<file path="config.mk">
export PLATFORM = sky130hd
export DESIGN_NAME = uart_tx_arbiter
export DESIGN_NICKNAME = d
export VERILOG_FILES = /design/src/rtl/uart_arb_pkg.sv /design/src/rtl/uart_rr_pick.sv /design/src/rtl/uart_tx_arbiter.sv
export SDC_FILE = /design/constraint.sdc
export NUM_CORES = 1
export LEC_CHECK = 0
export ABC_AREA = 1
export BUFFER_PORTS_ARGS = -buffer_cell sky130_fd_sc_hd__buf_4
export CAP_MARGIN = 40
export CELL_PAD_IN_SITES_DETAIL_PLACEMENT = 1
export CELL_PAD_IN_SITES_GLOBAL_PLACEMENT = 2
export CORE_MARGIN = 4
export CORE_UTILIZATION = 27
export CTS_CLUSTER_SIZE = 24
export DETAILED_ROUTE_END_ITERATION = 10
export PLACE_DENSITY_LB_ADDON = 0.12
export SYNTH_ARGS = -nofsm -noshare
export SYNTH_HDL_FRONTEND = slang
export SYNTH_SLANG_ARGS = --single-unit
</file>
<file path="constraint.sdc">
create_clock -name clk -period 5.01 [get_ports clk]
set_clock_uncertainty 0.2 [all_clocks]
set_input_delay 0.2505 -clock clk [delete_from_list [all_inputs] [get_ports clk]]
set_output_delay 0.2505 -clock clk [all_outputs]
set_load 0.02 [all_outputs]
</file>
<file path="src/rtl/uart_arb_pkg.sv">
// Shared FSM encoding and timing defaults for the UART transmit arbiter.
package uart_arb_pkg;

  typedef enum logic [1:0] {
    IDLE = 2'd0,
    SEND = 2'd1,
    GAP  = 2'd2
  } arb_state_t;

  // One bit time of idle between bytes keeps the serializer from back-to-back framing.
  localparam int CLKS_PER_BIT = 8;
  localparam int DEFAULT_GAP  = CLKS_PER_BIT;

endpackage

</file>
<file path="src/rtl/uart_rr_pick.sv">
// Combinational round-robin picker: first masked request after last_grant, modulo n_req.
module uart_rr_pick #(
  parameter int N_REQ = 4,
  parameter int ID_W  = 2
) (
  input  logic [N_REQ-1:0] req,
  input  logic [ID_W-1:0]  last_grant,
  input  logic [N_REQ-1:0] mask,
  output logic [ID_W-1:0]  winner,
  output logic             any_valid
);

  logic [N_REQ-1:0] masked;
  logic [ID_W-1:0]  idx;

  assign masked = req & mask;

  // Offsets 1..N_REQ visit every requester once, ending on last_grant itself.
  always_comb begin
    winner    = '0;
    any_valid = 1'b0;
    idx       = '0;
    for (int k = 1; k <= N_REQ; k++) begin
      idx = ID_W'((int'(last_grant) + k) % N_REQ);
      if (!any_valid && masked[idx]) begin
        winner    = idx;
        any_valid = 1'b1;
      end
    end
  end

endmodule

</file>
<file path="src/rtl/uart_tx_arbiter.sv">
// Round-robin arbiter sharing one UART TX path among N_REQ byte sources.
// Define UART_ARB_LOCK_EN to add req_last and hold the grant across multi-byte messages.
module uart_tx_arbiter
  import uart_arb_pkg::*;
#(
  parameter int N_REQ      = 4,
  parameter int DATA_W     = 8,
  parameter int GAP_CYCLES = DEFAULT_GAP,
  parameter int ID_W       = 2
) (
  input  logic                    clk,
  input  logic                    rst,
  input  logic                    arb_en,
  input  logic [N_REQ-1:0]        req_valid,
  input  logic [N_REQ*DATA_W-1:0] req_data,
`ifdef UART_ARB_LOCK_EN
  input  logic [N_REQ-1:0]        req_last,
`endif
  output logic [N_REQ-1:0]        req_ready,
  output logic                    tx_valid,
  output logic [DATA_W-1:0]       tx_data,
  input  logic                    tx_ready,
  output logic [ID_W-1:0]         grant_id,
  output logic                    busy
);

  localparam int GAP_W = (GAP_CYCLES > 1) ? $clog2(GAP_CYCLES) : 1;

  arb_state_t        state;
  logic [ID_W-1:0]   last_grant;
  logic [ID_W-1:0]   winner;
  logic              any_valid;
  logic              grant_now;
  logic [GAP_W-1:0]  gap_cnt;
  logic [N_REQ-1:0]  lock_mask;
  logic [DATA_W-1:0] win_data;

`ifdef UART_ARB_LOCK_EN
  logic lock;
  logic win_last;

  always_comb begin
    lock_mask = '0;
    win_last  = 1'b1;
    for (int i = 0; i < N_REQ; i++) begin
      lock_mask[i] = !lock || (last_grant == ID_W'(i));
      if (winner == ID_W'(i)) win_last = req_last[i];
    end
  end
`else
  assign lock_mask = '1;
`endif

  uart_rr_pick #(
    .N_REQ(N_REQ),
    .ID_W (ID_W)
  ) u_pick (
    .req       (req_valid),
    .last_grant(last_grant),
    .mask      (lock_mask),
    .winner    (winner),
    .any_valid (any_valid)
  );

  // Held off during reset so no requester hands over a byte that would be dropped.
  assign grant_now = !rst && arb_en && any_valid && (state == IDLE);

  always_comb begin
    req_ready = '0;
    win_data  = '0;
    for (int i = 0; i < N_REQ; i++) begin
      req_ready[i] = grant_now && (winner == ID_W'(i));
      if (winner == ID_W'(i)) win_data = req_data[i*DATA_W +: DATA_W];
    end
  end

  assign busy = (state != IDLE);

  always_ff @(posedge clk) begin
    if (rst) begin
      state      <= IDLE;
      tx_valid   <= 1'b0;
      tx_data    <= '0;
      grant_id   <= '0;
      last_grant <= ID_W'(N_REQ - 1);
      gap_cnt    <= '0;
`ifdef UART_ARB_LOCK_EN
      lock       <= 1'b0;
`endif
    end else begin
      case (state)
        IDLE: begin
          if (grant_now) begin
            tx_data    <= win_data;
            grant_id   <= winner;
            last_grant <= winner;
            tx_valid   <= 1'b1;
            state      <= SEND;
`ifdef UART_ARB_LOCK_EN
            lock       <= !win_last;
`endif
          end
        end
        SEND: begin
          if (tx_ready) begin
            tx_valid <= 1'b0;
            if (GAP_CYCLES == 0) begin
              state <= IDLE;
            end else begin
              gap_cnt <= GAP_W'(GAP_CYCLES - 1);
              state   <= GAP;
            end
          end
        end
        GAP: begin
          if (gap_cnt == '0) state <= IDLE;
          else gap_cnt <= gap_cnt - GAP_W'(1);
        end
        default: state <= IDLE;
      endcase
    end
  end

endmodule
</file>
==> impl_results.md, run 1 <==
- Min-Delay Path Class: in2reg
- Placed cell count: 344
- Die width: 81.9 µm
- Final-report setup violation count: 0
- Hold buffers post-CTS: 0
- Detail Route Antenna Nets: 0
- Post-Syn Nets: 268
- Initial drt markers: 37
- Seq cells post-synth: 18
- Vias post-DR: 1487
- Clk_lat worst skew: 0.26 ns
- Post-CTS sizing: 0
- FF-to-FF Start: last_grant[0]
- Pwr/cell area: 543 nW/µm²
- Rel. slew slack: 68.5%
- Setup bufs post-CTS: 0
- Outcome: complete, no violations
- Vias per Instance: 4.27
- Netlist Area Pre-Place: 1470 µm²
- Cells after Synth: 226
- CTS max path bufs: 2
- DRC viols: 0
- Nature of the critical path startpoint: register
- DP Wirelength: 3280 µm
- RSZ-0062 raised after global routing: no
- Finished Core Util: 37.8%
- Synthesized area per cell: 6.52 µm²
- Req. time, crit path: 4.56 ns
- NumNets Final: 321
- Fmax: 354 MHz
- Area growth, synth to finish: 33.5%
- GRT Util Overall: 13.1%
- CTS root buf: clkbuf_8
- Critical setup path kind: reg2out
- Final Critical Period: 2.82 ns
- Pin count of the biggest net entering global routing: 21
- # IOs: 56
- Fin cells: 348
- Final hold violation count: 0
- Vias in the first global route: 1525
- Port buffer count: 55
- CTS tree: done
- Data arrival, critical path: 2.37 ns
- Worst Min Path Start: tx_ready
- Finished layout cell area: 1970 µm²
- Max-Cap Viols: 0
- GPL Wtd Cong: 0.725
- Critical path fanouts, max: 19
- Placed cell area: 1910 µm²
- Final Slew Violations: 0
- First-pass GRT wire length: 6940 µm
- H-tree levels: 1
- Reg2Reg Capture Point: tx_data[1]
- Row cnt: 26
- Hold depth: 4
- Worst Setup End Kind: primary output
- Fill cells: 688
- Flop2flop setup slack: 2.63 ns
- Hold Path Sink: state[0]
- Die height: 81.9 µm
- CTS Sinks: 18
- Peak supply drop: 0.000169 V
- Layout cells sized above 1: 36.7%
- Slew @ Worst Pin: 0.472 ns
- Yosys cell types: 30
- Post-synthesis sequential area ratio: 24.4%
- EDFF count, synth: 0
- Ant diodes: 0
- Grt total ovfl: 0
- Die area: 6710 µm²
- FF-to-FF path depth: 12
- Tcrit/Tclk final: 56.4%
- Post-synth top flop: dfxtp_1
- Initial Util: 28.3%
- Power consumption: 0.00107 W
- Drt first pass iters: 4
- DR WL/cell: 11.6 µm
- Initial antenna violation count: 0
- Drt total wl: 4020 µm
- Clk slew on worst S/H paths: 0.08 ns
- Core Box Area: 5200 µm²
- Synth async-reset ratio: 0%
- Num CTS Buffers: 3
- Lkg Pwr: 0.988 nW
- Synth warn: 0
- Setup TNS: 0 ns
power breakdown:
group	internal (W)	switching, W	total, W
clock network	0.0000700	0.0000552	0.000125
registers	0.000180	0.0000356	0.000215
logic	0.000251	0.000477	0.000729
total	0.000501	0.000568	0.00107
cells in the final DEF, fill, tap and decap left out:
cell | netlist | routed
nand2_4 | 5 | 5
nand4_4 | 1 | 1
a221oi_1 | 2 | 2
a21oi_2 | 3 | 3
nand3_2 | 3 | 3
nor2_4 | 3 | 3
ha_1 | 2 | 2
buf_4 | 1 | 55
clkbuf_8 | 0 | 4
o21ai_0 | 12 | 12
inv_8 | 1 | 1
inv_2 | 5 | 5
nor2_1 | 26 | 26
nor3_1 | 1 | 1
a21oi_1 | 3 | 3
nand4_1 | 1 | 1
nor2_2 | 1 | 1
dfxtp_1 | 18 | 18
nor2_8 | 1 | 1
inv_4 | 1 | 1
inv_1 | 31 | 31
a211oi_1 | 1 | 1
nand2_1 | 61 | 61
nand2_2 | 16 | 16
nand3_4 | 3 | 3
nand3_1 | 18 | 18
synth_stat cells (all sizes together) (2+ instances only):
| cell type | instances | area share, % |
|---|---|---|
| a21oi | 6 | 2.8 |
| a221oi | 2 | 1.2 |
| buf | 6 | 3.9 |
| dfxtp | 18 | 24 |
| ha | 2 | 1.7 |
| inv | 38 | 10 |
| nand2 | 82 | 26 |
| nand3 | 24 | 12 |
| nand4 | 2 | 1.9 |
| nor2 | 31 | 11 |
| o21ai | 12 | 4.1 |
cell families after synthesis:
family / count (synthesis) / synth area share, %
and+or+nand+nor: 140 / 50.8
buffers and inverters: 45 / 14.5
AOI/OAI and AO/OA: 21 / 8.57
DFF: 18 / 24.4
adders and majority gates: 2 / 1.70
registers in the layout (all words and copies together), names as in the netlist:
| name | cells |
|---|---|
| last_grant | 2 |
| grant_id | 2 |
| tx_valid | 1 |
| gap_cnt | 3 |
| tx_data | 8 |
| state | 2 |
metal layers:
| metal | share of wire, % | track usage, % |
|---|---|---|
| met4 | 1.3 | 3.99 |
| met3 | 7.7 | 3.07 |
| met5 | 0 | 0 |
| met1 | 45 | 16.5 |
| met2 | 46 | 21.9 |
stage by stage:
| stage | hold slack (ns) | setup WS [ns] |
|---|---|---|
| after floorplan | 0.236 | 2.79 |
| after global placement | 0.262 | 2.48 |
| after detailed placement | 0.263 | 2.43 |
| after CTS | 0.0848 | 2.12 |
| after global routing | 0.114 | 1.90 |
| final | 0.0878 | 2.19 |
area by class of cell:
cell class,instances,area (µm²),share of cell area (%)
well taps,70,87.6,4.45
repair buffers,55,413,21.0
inverters,38,153,7.76
multi-input cells,163,900,45.7
clock buffers,4,55.1,2.80
flip-flops and latches,18,360,18.3
worst max path at each step:
stage / startpoint / to / slack, ns / cells after the start
CTS: last_grant[0] / req_ready[1] / 2.12 / 11
global route: last_grant[0] / req_ready[1] / 1.90 / 11
global placement: last_grant[0] / req_ready[1] / 2.48 / 11
finish: last_grant[0] / req_ready[1] / 2.19 / 11
detailed placement: last_grant[0] / req_ready[1] / 2.43 / 11
floorplan: last_grant[1] / req_ready[0] / 2.79 / 11
worst max-delay path: stages (launching register included):
cell     delay, ns
dfxtp_1       0.62
nand2_1       0.17
nand2_2       0.12
nand2_1       0.06
nand2_2       0.11
inv_1         0.08
nand3_4       0.12
nand3_4       0.23
nor2_4        0.24
inv_1         0.10
nor2_1        0.10
buf_4         0.15
(Power assumes the default switching activity.)
==> run 2: changes to the inputs <==
- ABC_AREA: 1 -> 0
- CORE_UTILIZATION: 27 -> 25
- clock period: 5.01 -> 2.7 ns (I/O delays scaled with it)
==> impl_results.md, run 2 <==
- Hold buffers post-CTS: 10 (+10)
- Post-CTS sizing: 0 (unchanged)
- Leading area contributor after synthesis: dfxtp_1
- Top reg by flops: tx_data
- Req. time, crit path: 2.63 ns (-1.93 ns)
- Violated checks: hold timing
- Clock Power Share: 26.7% (+15 points)
- Post-synth top area share: 33.3% (+8.8 points)
- DP Wirelength: 2800 µm (-15%)
- Vias post-DR: 1131 (-24%)
- Comb power frac: 35.2% (-33 points)
- Pin count of the biggest net entering global routing: 20 (-4.8%)
- Vias in the first global route: 1233 (-19%)
- DR WL/cell: 15.4 µm (+33%)
- Most common cell in the netlist: dfxtp_1
- CTS tree: done
- Pwr/cell area: 495 nW/µm² (-8.9%)
- Outcome: finished with violations
- Top cells by area, synth: dfxtp_1 33%, mux2i_1 10%, o221ai_1 4.0%, a211oi_1 2.8%, a41oi_1 2.4%
- Rel. slew slack: 63.0% (-5.4 points)
- GPL Wtd Cong: 0.744 (+2.6%)
- RSZ-0062 raised after global routing: no
- Port buffer count: 55 (unchanged)
- Finished layout cell area: 1680 µm² (-15%)
- Setup bufs post-CTS: 0 (unchanged)
- Setup TNS: 0 ns (unchanged)
- Die width: 73.8 µm (-9.8%)
- NumNets Final: 222 (-31%)
- Tcrit/Tclk final: 83.5%
- Initial Util: 26.5% (-1.8 points)
- Top cells by count, synth: 18 x dfxtp_1, 11 x mux2i_1, 6 x nor2_1
- Nature of the critical path startpoint: register
- Hold_ws: -0.00159 ns (-0.0894 ns)
- Synth async-reset ratio: 0% (unchanged)
- Row cnt: 23 (-12%)
- Worst Setup End Kind: register
- Commonest cells after routing, fill and taps aside: 55 x buf_4, 18 x dfxtp_1, 11 x mux2i_1, 10 x dlygate4sd3_1, 6 x nor2_1
- Layout cells sized above 1: 38.5% (+1.9 points)
- Final Critical Period: 2.25 ns
- Clk_lat worst skew: 0.25 ns (about the same)
- CTS max path bufs: 2 (unchanged)
- Post-synth top flop: dfxtp_1
- Critical setup path kind: reg2reg
- Max reg flops: 8 (unchanged)
- Post-Syn Nets: 158 (-41%)
- Die height: 73.8 µm (-9.8%)
- Netlist Area Pre-Place: 1080 µm² (-26%)
- Synthesized area per cell: 9.34 µm² (+43%)
- Cells after Synth: 116 (-49%)
- Clk slew on worst S/H paths: 0.07 ns (about the same)
- Ant diodes: 0 (unchanged)
- Regs by FF count: tx_data: 8 flops, gap_cnt: 3 flops
- Detail Route Antenna Nets: 0 (unchanged)
- Placed cell area: 1520 µm² (-20%)
- Area growth, synth to finish: 54.7%
- Sequential share of power: 38.1% (+18 points)
- Seq cells post-synth: 18 (unchanged)
- First-pass GRT wire length: 5550 µm (-20%)
- Data arrival, critical path: 2.19 ns (-0.18 ns)
- Core Box Area: 4090 µm² (-21%)
- Synth warn: 0 (unchanged)
- Slew @ Worst Pin: 0.554 ns (+0.0820 ns)
- Final-report setup violation count: 0 (unchanged)
- Grt total ovfl: 0 (unchanged)
- Initial antenna violation count: 0 (unchanged)
- H-tree levels: 1 (unchanged)
- Switching share of total power: 31.2% (-22 points)
- Critical path fanouts, max: 19 (unchanged)
- EDFF count, synth: 0 (unchanged)
- Yosys cell types: 42 (+40%)
- Vias per Instance: 4.94 (+16%)
- CTS Sinks: 18 (unchanged)
- CTS root buf: clkbuf_8
- Num CTS Buffers: 3 (unchanged)
- NetSw: 0.000259 W (-54%)
- DRC viols: 0 (unchanged)
- Drt total wl: 3520 µm (-12%)
- Lkg Pwr: 0.732 nW (-26%)
- Leading cell type in the layout, fill and taps excluded: buf_4
- Max-Cap Viols: 0 (unchanged)
- Initial drt markers: 38 (+2.7%)
- Final hold violation count: 1 (+1)
- Post-synthesis sequential area ratio: 33.3% (+8.8 points)
- Int Pwr: 0.000571 W (+14%)
- Die area: 5450 µm² (-19%)
- GRT Util Overall: 12.9% (-0.21 points)
- Final Slew Violations: 0 (unchanged)
- Min-Delay Path Class: in2reg
- Drt first pass iters: 4 (unchanged)
- # IOs: 56 (unchanged)
- Fmax: 444 MHz
- Peak supply drop: 0.000300 V (+77%)
run 2: cells by family (layout without fill, tap and decap cells):
family / Yosys count / in the layout / share of synthesized area [%]
AOI/OAI and AO/OA: 32 / 32 / 23.4
adders and majority gates: 2 / 2 / 2.31
buffers and inverters: 10 / 73 / 4.85
DFF: 18 / 18 / 33.3
muxes: 11 / 11 / 10.2
and+or+nand+nor: 43 / 43 / 26.0
run 2: final timing paths:
| check | from | slack (ns) | depth (start not counted) | end |
|---|---|---|---|---|
| worst max-delay path | last_grant[1] | 0.45 | 6 | tx_data[7] |
| worst min-delay path | req_data[30] | -0.002 | 3 | tx_data[6] |
| worst max register to register | last_grant[1] | 0.45 | 6 | tx_data[7] |
| worst min register to register | gap_cnt[0] | 0.28 | 1 | gap_cnt[0] |
run 2: power by group through the flow:
stage                     logic, W  clock network [W]  registers, W
final                     0.000292           0.000221      0.000316
after global routing      0.000319           0.000240      0.000321
after CTS                 0.000297           0.000231      0.000316
after detailed placement  0.000281                  0      0.000322
after global placement    0.000278                  0      0.000321
after floorplan           0.000153                  0      0.000338
run 2: layout make-up:
cell class | instances | area [µm²]
flip-flops and latches | 18 | 360
multi-input cells | 88 | 671
inverters | 4 | 15.0
repair buffers | 65 | 513
clock buffers | 4 | 55.1
fillers | 491 | 2410
well taps | 50 | 62.6
run 2: layer usage:
metal | vias to the layer above | part of all wire, % | wire [µm] | GRT usage [%]
li1 | 568 | - | - | -
met1 | 527 | 43 | 1500 | 15.1
met2 | 32 | 51 | 1790 | 23.3
met3 | 4 | 5.5 | 195 | 3.28
met4 | 0 | 0.97 | 34 | 2.62
met5 | - | 0 | 0 | 0
run 2: critical path: stages (launching register included):
cell,delay (ns)
dfxtp_1,0.45
nand2_1,0.10
o2bb2ai_2,0.17
nor2_8,0.30
mux2i_1,0.24
dlygate4sd3_1,0.57
o221ai_1,0.10
run 2: per-stage QoR:
step                hold WS, ns  util (%)  cells  power [W]  worst slack (ns)
CTS                    0.000117      41.0    229   0.000844             0.465
finish                 -0.00159      41.0    229   0.000830             0.446
detailed placement        0.249      37.2    215   0.000604             0.718
global placement          0.232      37.2    215   0.000599             0.786
floorplan                0.0671         -    116   0.000491             0.844
global route            0.00817      41.0    229   0.000880             0.329
==> run 3: changes to the inputs <==
- ABC_AREA: 0 -> 1
- CORE_UTILIZATION: 25 -> 22
- clock period: 2.7 -> 1.9 ns (I/O delays scaled with it)
==> impl_results.md, run 3 (synthesis results as in run 1) <==
- H-tree levels: 1 (unchanged)
- Drt first pass iters: 4 (unchanged)
- Area occupied by registers: 364 µm² (+1.0%)
- Regs by FF count: tx_data: 8 flops, gap_cnt: 3 flops
- Top reg by flops: tx_data
- CTS root buf: clkbuf_8
- Row cnt: 29 (+26%)
- Violated checks: setup timing
- Final worst slack: -0.265 ns (-0.711 ns)
- Vias post-DR: 1704 (+51%)
- Crit path launch: last_grant[0]
- # IOs: 56 (unchanged)
- Hold Path Sink: tx_data[5]
- Critical path fanouts, max: 9 (-10)
- Final Slew Violations: 0 (unchanged)
- Vias per Instance: 4.22 (-15%)
- Lkg Pwr: 1.26 nW (+73%)
- Fin cells: 404 (+76%)
- DP Wirelength: 3710 µm (+32%)
- Final hold violation count: 0 (-1)
- Fill cells: 790 (+61%)
- Initial drt markers: 11 (-71%)
- Core Box Area: 6420 µm² (+57%)
- Area occupied by multi-input gates: 1010 µm² (+51%)
- First-pass GRT wire length: 8150 µm (+47%)
- Worst Min Path Start: req_data[13]
- Vias in the first global route: 1794 (+45%)
- Hold depth: 5 (+2)
- CTS Sinks: 18 (unchanged)
- Req. time, crit path: 1.60 ns (-1.03 ns)
- Clk_lat worst skew: 0.25 ns (about the same)
- Slew @ Worst Pin: 0.541 ns (-0.0133 ns)
- Nature of the critical path startpoint: register
- Max reg flops: 8 (unchanged)
- Peak supply drop: 0.000620 V (+110%)
- Power consumption: 0.00361 W (+340%)
- Rel. slew slack: 63.8% (+0.77 points)
- Commonest cells after routing, fill and taps aside: 73 x buf_4, 56 x nand2_1, 28 x inv_1, 24 x nor2_1, 23 x dlygate4sd3_1
- Initial Util: 22.9% (-3.6 points)
- Grt total ovfl: 0 (unchanged)
- GPL Wtd Cong: 0.735 (-1.2%)
- DRC viols: 0 (unchanged)
- Final Critical Period: 2.16 ns
- Worst Setup End Kind: primary output
- Pwr/cell area: 1410 nW/µm² (+180%)
- NumNets Final: 370 (+67%)
- Detail Route Antenna Nets: 0 (unchanged)
- Die width: 89.9 µm (+22%)
- Fmax: 462 MHz
- Drt total wl: 4700 µm (+33%)
- Placed cell count: 370 (+72%)
- Die area: 8070 µm² (+48%)
- FF-to-FF path depth: 16 (+10)
- GRT Util Overall: 11.9% (-0.94 points)
- DR WL/cell: 11.6 µm (-24%)
- Outcome: finished with violations
- Leading cell type in the layout, fill and taps excluded: buf_4
- CTS tree: done
- Pin count of the biggest net entering global routing: 13 (-35%)
- Port buffer count: 55 (unchanged)
- Ant diodes: 0 (unchanged)
- Area growth, synth to finish: 74.0%
- Flop2flop setup slack: -0.17 ns (-0.62 ns)
- Initial antenna violation count: 0 (unchanged)
- FF-to-FF Start: last_grant[0]
- CTS max path bufs: 2 (unchanged)
- Layout cells sized above 1: 44.6% (+6.1 points)
- Max-Cap Viols: 0 (unchanged)
- Hold_ws: 0.00497 ns (+0.00656 ns)
- Data arrival, critical path: 1.87 ns (-0.32 ns)
- Clk slew on worst S/H paths: 0.07 ns (about the same)
- Final-report setup violation count: 14 (+14)
- RSZ-0062 raised after global routing: yes
- Num CTS Buffers: 3 (unchanged)
- Min-Delay Path Class: in2reg
- Die height: 89.9 µm (+22%)
- Reg2Reg Capture Point: tx_data[1]
- Tcrit/Tclk final: 114%
- Critical setup path kind: reg2out
## run 3: cell type report
class,instances,share of cell area [%]
flip-flops and latches,18,14.2
clock buffers,4,2.15
inverters,38,6.15
repair buffers,104,34.3
well taps,77,3.76
multi-input cells,163,39.4
## run 3: worst max-delay path by stage
stage,slack (ns),endpoint,cells past startpoint
floorplan,-0.0002,req_ready[0],11
global placement,-0.12,tx_data[5],16
detailed placement,-0.17,tx_data[5],16
CTS,-0.30,req_ready[0],13
global route,-0.39,req_ready[3],14
finish,-0.26,req_ready[0],12
## run 3: metrics by stage
step,TNS (ns),area (µm²),utilization [%],setup WS [ns]
finish,-2.10,2560,39.9,-0.265
global route,-4.36,2560,39.9,-0.387
CTS,-2.65,2490,38.7,-0.297
detailed placement,-1.43,2080,32.4,-0.166
global placement,-1.06,2080,32.4,-0.119
floorplan,-0.000153,1480,-,-0.000153
## run 3: where the power goes
part           leakage, nW  internal, W  switching (W)  total [W]
Combinational         1.09      0.00118        0.00156    0.00274
Clock               0.0288     0.000184       0.000137   0.000322
Sequential           0.148     0.000478      0.0000652   0.000544
## run 3: critical path, cell delays in order, from the launching register on
cell and delay [ns]:
dfxtp_2 0.33, buf_12 0.14, inv_12 0.07, nand2_1 0.06, nand2_2 0.09, nand2_4 0.06, nand2_4 0.09, nor2_8 0.04
nand3_4 0.12, nand3_4 0.12, buf_6 0.15, nor3_4 0.19, buf_6 0.14
## run 3: metal layers
metal  GRT usage (%)  part of all wire, %
met1            15.4                   46
met2            20.2                   47
met3            2.84                  5.4
met4            2.68                 0.92
met5               0                    0
## run 3: repair_timing
action / CTS / global route
setup endpoints to repair: 15 / 20
gates resized for setup: 21 / 17
cloned: 0 / 0
hold buffers: 23 / 0
pin swaps: 5 / 3
buffers inserted: 5 / 2
hold endpoints to repair: 15 / 0
